## src/rtl/fc_tx_framer_if.sv

```systemverilog
// Frame-word input and transceiver TX stream between the frame source,
// the framer and the FC 8G transceiver.
interface fc_tx_framer_if;
   logic [31:0] fr_data;
   logic        fr_valid;
   logic        fr_ready;
   logic        fr_sop;
   logic        fr_eop;
   logic [1:0]  fr_sof_sel;
   logic        fr_eof_t;
   logic [35:0] avtx_data;
   logic        avtx_valid;
   logic        avtx_ready;

   modport master (
      output fr_data, fr_valid, fr_sop, fr_eop, fr_sof_sel, fr_eof_t, avtx_ready,
      input  fr_ready, avtx_data, avtx_valid
   );

   modport slave (
      input  fr_data, fr_valid, fr_sop, fr_eop, fr_sof_sel, fr_eof_t, avtx_ready,
      output fr_ready, avtx_data, avtx_valid
   );
endinterface

```

## src/rtl/fc_tx_framer.sv

```systemverilog
// FC 8G TX framer: wraps upstream frames in SOF/EOF, enforces the inter-frame
// IDLE gap, and substitutes primitive sequences on request from the port FSM.
module fc_tx_framer #(
   parameter int unsigned MIN_IDLES = 6,
   parameter int unsigned MAX_WORDS = 537
) (
   input  logic               tx_clk,
   input  logic               reset_n,
   fc_tx_framer_if.slave      bus,
   input  logic [2:0]         prim_seq_sel,
   output logic [31:0]        frames_sent,
   output logic [15:0]        frames_aborted
);
   localparam int unsigned GAP_W = $clog2(MIN_IDLES + 1);
   localparam int unsigned WC_W  = $clog2(MAX_WORDS + 1);

   localparam logic [3:0]  OS_K   = 4'b1000;
   localparam logic [31:0] IDLE_W = 32'hBC95_B5B5;
   localparam logic [31:0] EOFT_W = 32'hBC95_7575;
   localparam logic [31:0] EOFN_W = 32'hBC95_D5D5;
   localparam logic [31:0] EOFA_W = 32'hBC95_F5F5;

   typedef enum logic [2:0] {
      ST_GAP,
      ST_DATA,
      ST_EOF,
      ST_DROP,
      ST_PSEQ
   } state_e;

   state_e             state_q, state_d;
   logic [GAP_W-1:0]   gap_cnt_q, gap_cnt_d;
   logic [WC_W-1:0]    word_cnt_q, word_cnt_d;
   logic               eof_t_q, eof_t_d;
   logic               flush_q, flush_d;
   logic [35:0]        data_q, data_d;
   logic               valid_q, valid_d;
   logic [31:0]        sent_q, sent_d;
   logic [15:0]        aborted_q, aborted_d;
   logic               fr_ready_c;
   logic               advance_c;
   logic               eop_c;
   logic               gap_full_c;
   logic [GAP_W-1:0]   gap_inc_c;

   function automatic logic [31:0] prim_word(input logic [2:0] sel);
      case (sel)
         3'd2:    prim_word = 32'hBC35_8A55;
         3'd3:    prim_word = 32'hBC49_BF49;
         3'd4:    prim_word = 32'hBC35_BF49;
         default: prim_word = 32'hBC55_BF45;
      endcase
   endfunction

   function automatic logic [31:0] sof_word(input logic [1:0] sel);
      case (sel)
         2'd0:    sof_word = 32'hBCB5_5656;
         2'd2:    sof_word = 32'hBCB5_5858;
         default: sof_word = 32'hBCB5_3636;
      endcase
   endfunction

   assign advance_c  = bus.avtx_ready || !valid_q;
   assign eop_c      = bus.fr_valid && bus.fr_eop;
   assign gap_full_c = gap_cnt_q >= GAP_W'(MIN_IDLES);
   assign gap_inc_c  = gap_full_c ? gap_cnt_q : gap_cnt_q + GAP_W'(1);

   always_ff @(posedge tx_clk or negedge reset_n) begin
      if (!reset_n) begin
         state_q    <= ST_GAP;
         gap_cnt_q  <= '0;
         word_cnt_q <= '0;
         eof_t_q    <= 1'b0;
         flush_q    <= 1'b0;
         data_q     <= {OS_K, IDLE_W};
         valid_q    <= 1'b0;
         sent_q     <= '0;
         aborted_q  <= '0;
      end else begin
         state_q    <= state_d;
         gap_cnt_q  <= gap_cnt_d;
         word_cnt_q <= word_cnt_d;
         eof_t_q    <= eof_t_d;
         flush_q    <= flush_d;
         data_q     <= data_d;
         valid_q    <= valid_d;
         sent_q     <= sent_d;
         aborted_q  <= aborted_d;
      end
   end

   // SOF and EOFa are loaded on the transition advance itself, so they need no state of their own.
   always_comb begin
      state_d    = state_q;
      gap_cnt_d  = gap_cnt_q;
      word_cnt_d = word_cnt_q;
      eof_t_d    = eof_t_q;
      flush_d    = flush_q;
      data_d     = data_q;
      valid_d    = valid_q;
      sent_d     = sent_q;
      aborted_d  = aborted_q;
      fr_ready_c = 1'b0;

      if (advance_c) valid_d = 1'b1;

      case (state_q)
         ST_GAP: begin
            fr_ready_c = valid_q && !bus.fr_sop;
            if (advance_c) begin
               if (prim_seq_sel != 3'd0) begin
                  data_d  = {OS_K, prim_word(prim_seq_sel)};
                  flush_d = 1'b0;
                  state_d = ST_PSEQ;
               end else if (gap_full_c && bus.fr_valid && bus.fr_sop) begin
                  data_d     = {OS_K, sof_word(bus.fr_sof_sel)};
                  word_cnt_d = '0;
                  state_d    = ST_DATA;
               end else begin
                  data_d    = {OS_K, IDLE_W};
                  gap_cnt_d = gap_inc_c;
               end
            end
         end
         ST_DATA: begin
            fr_ready_c = advance_c;
            if (advance_c) begin
               // Max-length check applies even to the eop word: that word is swallowed with the abort.
               if (eop_c && word_cnt_q != WC_W'(MAX_WORDS)) begin
                  data_d     = {4'b0000, bus.fr_data};
                  word_cnt_d = word_cnt_q + WC_W'(1);
                  eof_t_d    = bus.fr_eof_t;
                  state_d    = ST_EOF;
               end else if (prim_seq_sel != 3'd0 || !bus.fr_valid ||
                            word_cnt_q == WC_W'(MAX_WORDS)) begin
                  data_d    = {OS_K, EOFA_W};
                  aborted_d = aborted_q + 16'd1;
                  gap_cnt_d = '0;
                  flush_d   = !eop_c;
                  if (prim_seq_sel != 3'd0) state_d = ST_PSEQ;
                  else if (eop_c)           state_d = ST_GAP;
                  else                      state_d = ST_DROP;
               end else begin
                  data_d     = {4'b0000, bus.fr_data};
                  word_cnt_d = word_cnt_q + WC_W'(1);
               end
            end
         end
         ST_EOF: begin
            if (advance_c) begin
               data_d    = {OS_K, eof_t_q ? EOFT_W : EOFN_W};
               sent_d    = sent_q + 32'd1;
               gap_cnt_d = '0;
               state_d   = ST_GAP;
            end
         end
         ST_DROP: begin
            fr_ready_c = 1'b1;
            if (advance_c && prim_seq_sel != 3'd0) begin
               data_d  = {OS_K, prim_word(prim_seq_sel)};
               flush_d = !eop_c;
               state_d = ST_PSEQ;
            end else begin
               if (advance_c) begin
                  data_d    = {OS_K, IDLE_W};
                  gap_cnt_d = gap_inc_c;
               end
               if (eop_c) state_d = ST_GAP;
            end
         end
         ST_PSEQ: begin
            if (advance_c) begin
               if (prim_seq_sel != 3'd0) begin
                  data_d = {OS_K, prim_word(prim_seq_sel)};
               end else begin
                  // This advance already acts as the first gap IDLE.
                  data_d    = {OS_K, IDLE_W};
                  gap_cnt_d = GAP_W'(1);
                  state_d   = flush_q ? ST_DROP : ST_GAP;
               end
            end
         end
         default: state_d = ST_GAP;
      endcase
   end

   assign bus.fr_ready   = fr_ready_c;
   assign bus.avtx_data  = data_q;
   assign bus.avtx_valid = valid_q;
   assign frames_sent    = sent_q;
   assign frames_aborted = aborted_q;
endmodule
```

## src/flat_wrapper.sv

```systemverilog
// flat-port wrapper written by rule: the top's interface ports become plain ports
module fc_tx_framer_flat 
#(
   parameter int unsigned MIN_IDLES = 6,
   parameter int unsigned MAX_WORDS = 537
)
  (tx_clk, reset_n, prim_seq_sel, frames_sent, frames_aborted, bus_fr_data, bus_fr_valid, bus_fr_sop, bus_fr_eop, bus_fr_sof_sel, bus_fr_eof_t, bus_avtx_ready, bus_fr_ready, bus_avtx_data, bus_avtx_valid);
  fc_tx_framer_if bus_i ();
  input  logic tx_clk;
  input  logic reset_n;
  input  logic [2:0] prim_seq_sel;
  output logic [31:0] frames_sent;
  output logic [15:0] frames_aborted;
  input wire logic [$bits(bus_i.fr_data)-1:0] bus_fr_data;
  input wire logic [$bits(bus_i.fr_valid)-1:0] bus_fr_valid;
  input wire logic [$bits(bus_i.fr_sop)-1:0] bus_fr_sop;
  input wire logic [$bits(bus_i.fr_eop)-1:0] bus_fr_eop;
  input wire logic [$bits(bus_i.fr_sof_sel)-1:0] bus_fr_sof_sel;
  input wire logic [$bits(bus_i.fr_eof_t)-1:0] bus_fr_eof_t;
  input wire logic [$bits(bus_i.avtx_ready)-1:0] bus_avtx_ready;
  output wire logic [$bits(bus_i.fr_ready)-1:0] bus_fr_ready;
  output wire logic [$bits(bus_i.avtx_data)-1:0] bus_avtx_data;
  output wire logic [$bits(bus_i.avtx_valid)-1:0] bus_avtx_valid;
  assign bus_i.fr_data = bus_fr_data;
  assign bus_i.fr_valid = bus_fr_valid;
  assign bus_i.fr_sop = bus_fr_sop;
  assign bus_i.fr_eop = bus_fr_eop;
  assign bus_i.fr_sof_sel = bus_fr_sof_sel;
  assign bus_i.fr_eof_t = bus_fr_eof_t;
  assign bus_i.avtx_ready = bus_avtx_ready;
  assign bus_fr_ready = bus_i.fr_ready;
  assign bus_avtx_data = bus_i.avtx_data;
  assign bus_avtx_valid = bus_i.avtx_valid;
  fc_tx_framer #(.MIN_IDLES(MIN_IDLES), .MAX_WORDS(MAX_WORDS)) u_core (.tx_clk(tx_clk), .reset_n(reset_n), .bus(bus_i), .prim_seq_sel(prim_seq_sel), .frames_sent(frames_sent), .frames_aborted(frames_aborted));
endmodule
```

## config.mk

```make
export PLATFORM = sky130hd
export DESIGN_NAME = fc_tx_framer_flat
export DESIGN_NICKNAME = d
export VERILOG_FILES = /design/src/rtl/fc_tx_framer_if.sv /design/src/rtl/fc_tx_framer.sv /design/src/flat_wrapper.sv
export SDC_FILE = /design/constraint.sdc
export NUM_CORES = 1
export LEC_CHECK = 0
export BUFFER_PORTS_ARGS = -buffer_cell sky130_fd_sc_hd__buf_4
export CAP_MARGIN = 20
export CORE_MARGIN = 5
export CORE_UTILIZATION = 50
export CTS_BUF_LIST = sky130_fd_sc_hd__clkbuf_8 sky130_fd_sc_hd__clkbuf_16
export CTS_CLUSTER_DIAMETER = 30
export CTS_CLUSTER_SIZE = 28
export DETAILED_ROUTE_END_ITERATION = 10
export PLACE_DENSITY = 0.8
export SETUP_SLACK_MARGIN = 0.2
export SYNTH_ARGS = -nofsm -noshare
export SYNTH_HDL_FRONTEND = slang
export SYNTH_SLANG_ARGS = --single-unit
```

## constraint.sdc

```tcl
create_clock -name tx_clk -period 5.17 [get_ports tx_clk]
set_input_delay 0 -clock tx_clk [delete_from_list [all_inputs] [get_ports tx_clk]]
set_output_delay 0 -clock tx_clk [all_outputs]
set_load 0.03 [all_outputs]
```

Word-level counts from Yosys, hierarchy flattened
Index checks and enable logic that the tools add are counted.
Operators by class
  shift-type cells: 0
  order comparisons: 1
  $add $sub $neg: 4
  eq/ne operators: 29
  multipliers: 0
  muxes and demuxes: 57
  reductions and logical operators: 27
  div/mod/pow operators: 0
  bitwise logic cells: 1
Operators with widths (count)
  2-to-1 mux 36 bit: 9
  case mux 36 bit (5 select lines): 1
  2-to-1 mux 3 bit: 23
  case mux 23 bit (3 select lines): 1
  2-to-1 mux 10 bit: 6
  adder 32 x 1 -> 32 bit (second input constant): 1
  case mux 15 bit (2 select lines): 1
  case mux 3 bit (5 select lines): 2
  2-to-1 mux 24 bit: 1
  2-to-1 mux 22 bit: 1
  case mux 10 bit (2 select lines): 1
  inequality test 2 x 1 -> 1 bit (second input constant): 9
  adder 16 x 1 -> 16 bit (second input constant): 1
  2-to-1 mux 16 bit: 1
  equality test 3 x 2 -> 1 bit (second input constant): 4
  inequality test 3 x 1 -> 1 bit (second input constant): 4
  AND reduction 12 bit: 1
  AND reduction 6 bit: 2
  adder 10 x 1 -> 10 bit (second input constant): 1
  equality test 10 bit (second input constant): 1
  inequality test 10 bit (second input constant): 1
  inequality test 2 bit (second input constant): 5
  AND reduction 8 bit: 1
  AND reduction 7 bit: 1
  other kinds (21): 40
Storage, ports and cells
  ROM bits: 0
  output and inout port bits: 86
  memories: 0
  bits in writable memories: 0
  bits of input ports: 44
  latch bits: 0
  logic and storage cells: 128
  flip-flop bits (word level): 103

Longest topological paths before layout
  depth after elaboration: 7
  gate-level depth with buffers: 9
  depth with buffers taken out: 7

Worst setup path after synthesis
No wires, ideal clock.
  kind: flip-flop to flip-flop
  from: reg u_core.word_cnt_q[1]
  to: reg u_core.data_q[11], in the netlist u_core.bus.avtx_data[11]
  data required time: 5.044 ns
  buffers on the path: 1
  cell stages (with the launch flop): 9
  path slack: 2.964 ns
  data arrival time: 2.080 ns
  library setup time: 0.126 ns
  period minus slack after synthesis: 2.206 ns
  cell sequence: dfrtp_1 inv_1 ha_1 or3b_2 o31a_1 and3_4 buf_6 and2_1 o32a_1
On the way
  longest elaborated chain between the ends: 6
  elaborated cells on any way between the ends: 8
  those cells by class: eq/ne (2); mux (4); reduce/logical (2)
RTL lines
  start, declared: RTL line fc_tx_framer.sv:33  | logic [WC_W-1:0] word_cnt_q, word_cnt_d;
  start signal, assigned: RTL line fc_tx_framer.sv:82  | word_cnt_q <= word_cnt_d;
  equality test 10 bit: RTL line fc_tx_framer.sv:135  | word_cnt_q == WC_W'(MAX_WORDS)) begin
  logical OR 1 bit: RTL line fc_tx_framer.sv:134  | end else if (prim_seq_sel != 3'd0 || !bus.fr_valid ||
  2-to-1 mux 36 bit: RTL line fc_tx_framer.sv:134
  2-to-1 mux 36 bit (*): RTL line fc_tx_framer.sv:129  | if (eop_c && word_cnt_q != WC_W'(MAX_WORDS)) begin
  2-to-1 mux 36 bit (*): RTL line fc_tx_framer.sv:127  | if (advance_c) begin
  case mux 36 bit (5 select lines) (*): RTL line fc_tx_framer.sv:107  | case (state_q)
  end signal, assigned: RTL line fc_tx_framer.sv:75  | data_q <= {OS_K, IDLE_W};
  end signal, assigned: RTL line fc_tx_framer.sv:85  | data_q <= data_d;
  end, declared: RTL line fc_tx_framer.sv:36  | logic [35:0] data_q, data_d;
Every way passes the cells marked *; elsewhere a longest branch is shown, timed or not. The select of a mux whose other input is x is not followed.
A chain may end at the register's enable or synchronous reset.

Final worst setup path
  from: reg u_core.state_q[0]
  to: reg u_core.aborted_q[1], in the netlist u_core.frames_aborted[1]
On the way
  longest elaborated chain between the ends: 2
RTL lines
  start, declared: RTL line fc_tx_framer.sv:31  | state_e state_q, state_d;
  start signal, assigned: RTL line fc_tx_framer.sv:80  | state_q <= state_d;
  equality test 3 x 1 -> 1 bit: RTL line fc_tx_framer.sv:107
  AND reduction 4 bit (no line)
  end signal, assigned: RTL line fc_tx_framer.sv:88  | aborted_q <= aborted_d;
  end, declared: RTL line fc_tx_framer.sv:39  | logic [15:0] aborted_q, aborted_d;
Every way passes these cells.

==> flow_summary_export.csv <==
group,metric,value,unit
floorplan,rows,37,
power,cellLeakagePower,3.09,nW
clocking,clk_pin_slew_worst_paths,100,ps
yosys,synth_mux_area_share,1.12,%
yosys,synth_ff_type,"dfrtp_1",
floorplan,core,0.0104,mm2
grt,grt_max_degree,69,
worst_setup_path,cp-end-kind,"flop",
yosys,seq_area_frac_synth,47.2,%
worst_setup_path,r2r_setup_slack,2180,ps
cells_and_area,drive_above_1_share,27.0,%
floorplan,die_w,114,um
power,powerDensity,296,mW/mm2
job,drv_cap,0,
placement,dpl.cell_count,799,
timing,skew,11.7,ps
cells_and_area,antenna_cells,0,
timing,drv_slew,0,
cells_and_area,nNetsFinal,749,
floorplan,die_area,0.0129,mm2
clocking,numCtsBuffers,9,
yosys,synth_top_family_by_area,"simple AND/OR/NAND/NOR gates",
grt,gr-total-overflow,0,
floorplan,start_util,51.7,%
cells_and_area,nFillCells,839,
yosys,synth_edf_count,0,
placement,hpwl,11000,um
yosys,synth-compound-area-share,16.6,%
placement,place.port_buffers,126,
yosys,synthArstFlopShare,100,%
placement,pre_cts_ws,2110,ps
drt,remaining_drc_errors,0,
cells_and_area,most-common-layout-cells,"buf_4 (131), dfrtp_1 (80), nor2_1 (57)",
floorplan,ios,130,
yosys,synth-seq-cells,100,
yosys,avgSynthCellArea,9.53,um2
timing,hold_violations,0,
yosys,yosys.area_share.simple,21.4,%
clocking,cts_resized,0,
clocking,cts_tree,"yes",
clocking,clk_path_buf_depth,2,
status,status,"finished clean",
yosys,yosysUniqueCellTypes,71,
drt,dr.pass1.iters,6,
cells_and_area,fin_cells,840,
timing,fin_ws,2180,ps
drt,via_per_inst,6.04,
drt,wl_per_cell,18.1,um
hold_path,min_path_type,"in -> reg",
timing,tns,0,ps
timing,setup_viol,0,
grt,grt_pass1_vias,4839,
timing,max_freq,0.334,GHz
floorplan,die_y,114,um
grt,antenna_found_initial,0,
power,peakVddDrop,196,uV
clocking,cts_sinks,100,
grt,grt_pass1_wl,24500,um
worst_setup_path,crit_type,"reg -> reg",
timing,period_share,57.8,%
drt,drtIter0Drc,547,
yosys,synth_cells,562,
yosys,syn_area,0.00536,mm2
timing,fin_crit,2990,ps
drt,num_vias,5072,
worst_setup_path,crit_arrival,3250,ps
drt,drt_wl_total,15200,um
clocking,htreeDepth,3,
drt,drtAntennaViolNets,0,
cells_and_area,areaGrowthSynthToFinish,26.8,%
yosys,synth_xor_area_share,8.50,%
clocking,insertion_delay,370,ps
worst_setup_path,crit_fanout,28,
placement,gp_congestion,0.936,
timing,tightestPinTransition,837,ps
timing,rsz0062_at_grt,"false",
worst_setup_path,start_kind,"flop",
grt,grtUsageTotal,23.4,%
yosys,yosys_warnings,0,
worst_setup_path,crit_required,5430,ps
yosys,synthAdderAreaFrac,1.40,%
cells_and_area,mostFrequentLayoutCell,"buf_4",
timing,relSlewSlack,44.2,%
clocking,cts-root-buf,"clkbuf_8",
## repair_timing
item                       4_1_cts  5_1_grt
buffers inserted                 0        0
setup endpoints to repair        0        0
hold endpoints to repair        55        0
hold buffers                    24        0
## path summary, 6_finish.rpt
kind	endpoint	from	depth (start not counted)
setup / recovery	u_core.frames_aborted[1]$_DFFE_PN0P_	u_core.state_q[0]$_DFFE_PN0P_	4
hold / removal	u_core.bus.avtx_data[10]$_DFFE_PN1P_	bus_fr_data[10]	3
setup reg to reg	u_core.frames_aborted[1]$_DFFE_PN0P_	u_core.state_q[0]$_DFFE_PN0P_	4
hold reg to reg	u_core.frames_sent[31]$_DFFE_PN0P_	u_core.frames_sent[31]$_DFFE_PN0P_	1
max in group asynchronous	u_core.word_cnt_q[6]$_DFFE_PN0P_	reset_n	3
min in group asynchronous	u_core.frames_sent[14]$_DFFE_PN0P_	reset_n	2
## Yosys cell counts, types with 3 or more instances
library cell	n	area share, %
or2_2	3	0.35
clkbuf_1	21	1.5
nand3_1	26	2.4
a221oi_1	3	0.49
nand4_1	16	1.9
and3_1	11	1.3
dfrtp_1	80	37
a22oi_1	3	0.42
o22ai_1	4	0.47
o21ai_0	24	2.2
buf_2	4	0.37
a31oi_1	11	1.3
nand2_1	45	3.2
o31ai_1	3	0.42
and2_1	3	0.35
a21o_1	3	0.42
or3b_2	4	0.65
xnor2_1	35	5.7
a21oi_1	39	3.6
a32oi_1	5	0.82
nand2b_1	6	0.70
o22a_1	6	0.98
inv_1	11	0.77
a22o_1	5	0.82
buf_4	4	0.56
or3_1	6	0.70
mux2_2	4	0.84
ha_1	6	1.4
nor3_1	18	1.7
dfstp_2	20	9.8
nor2_1	57	4.0
nand3b_1	3	0.42
nor4_1	3	0.35
xor2_1	17	2.8
nor2b_1	3	0.35
and4_1	4	0.65
## critical path, cell delays in order, from the launching register on
cell,delay [ps]
dfrtp_1,870
nor3b_2,760
nand2_1,190
a21oi_2,630
mux2_2,420
## where the power goes
| group | leakage (nW) | switching, mW | internal (mW) |
|---|---|---|---|
| Combinational | 1.73 | 0.357 | 0.236 |
| Clock | 0.0901 | 0.276 | 0.188 |
| Sequential | 1.28 | 0.0792 | 0.873 |
| Total | 3.09 | 0.712 | 1.30 |
## registers in the layout (all words and copies together) (netlist names)
| name | count |
|---|---|
| u_core.bus.avtx_data | 33 |
| u_core.bus.avtx_valid | 1 |
| u_core.eof_t_q | 1 |
| u_core.gap_cnt_q | 3 |
| u_core.state_q | 3 |
| u_core.frames_sent | 32 |
| u_core.word_cnt_q | 10 |
| u_core.flush_q | 1 |
| u_core.frames_aborted | 16 |
## final cells by class
class | instances | area (um2) | area share (%)
Clock buffer | 10 | 138 | 2.03
Clock inverter | 6 | 41.3 | 0.608
Inverter | 11 | 41.3 | 0.608
Multi-Input combinational cell | 421 | 2650 | 38.9
Sequential cell | 100 | 2530 | 37.2
Tap cell | 136 | 170 | 2.51
Timing Repair Buffer | 156 | 1230 | 18.1
## metrics by stage
step,power [mW],instance area [um2],hold slack [ps],utilization (%)
after floorplan,1.33,5370,-296,-
after global placement,1.52,6370,-40.7,61.4
after detailed placement,1.54,6370,-26.3,61.4
after CTS,2.01,6790,36.5,65.4
after global routing,2.11,6790,80.5,65.5
final,2.01,6790,60.1,65.5
## logic make-up (layout without fill, tap and decap cells)
family          Yosys count  after routing
simple gates            221            221
compound gates          133            133
flops                   100            100
xor+xnor                 52             52
buf+inv                  43            183
fa+ha+maj                 6              6
mux                       5              5
other cells               2              4
## per-layer routing
metal / part of all wire (%) / wire length (um) / track usage [%] / up-vias
met5: 0 / 0 / 0 / -
li1: - / - / - / 2304
met1: 42 / 6370 / 32.0 / 2433
met3: 9.1 / 1380 / 4.35 / 39
met4: 2.7 / 406 / 8.97 / 0
met2: 46 / 7060 / 37.1 / 296
Note: power is estimated with default switching activity, not from simulation.
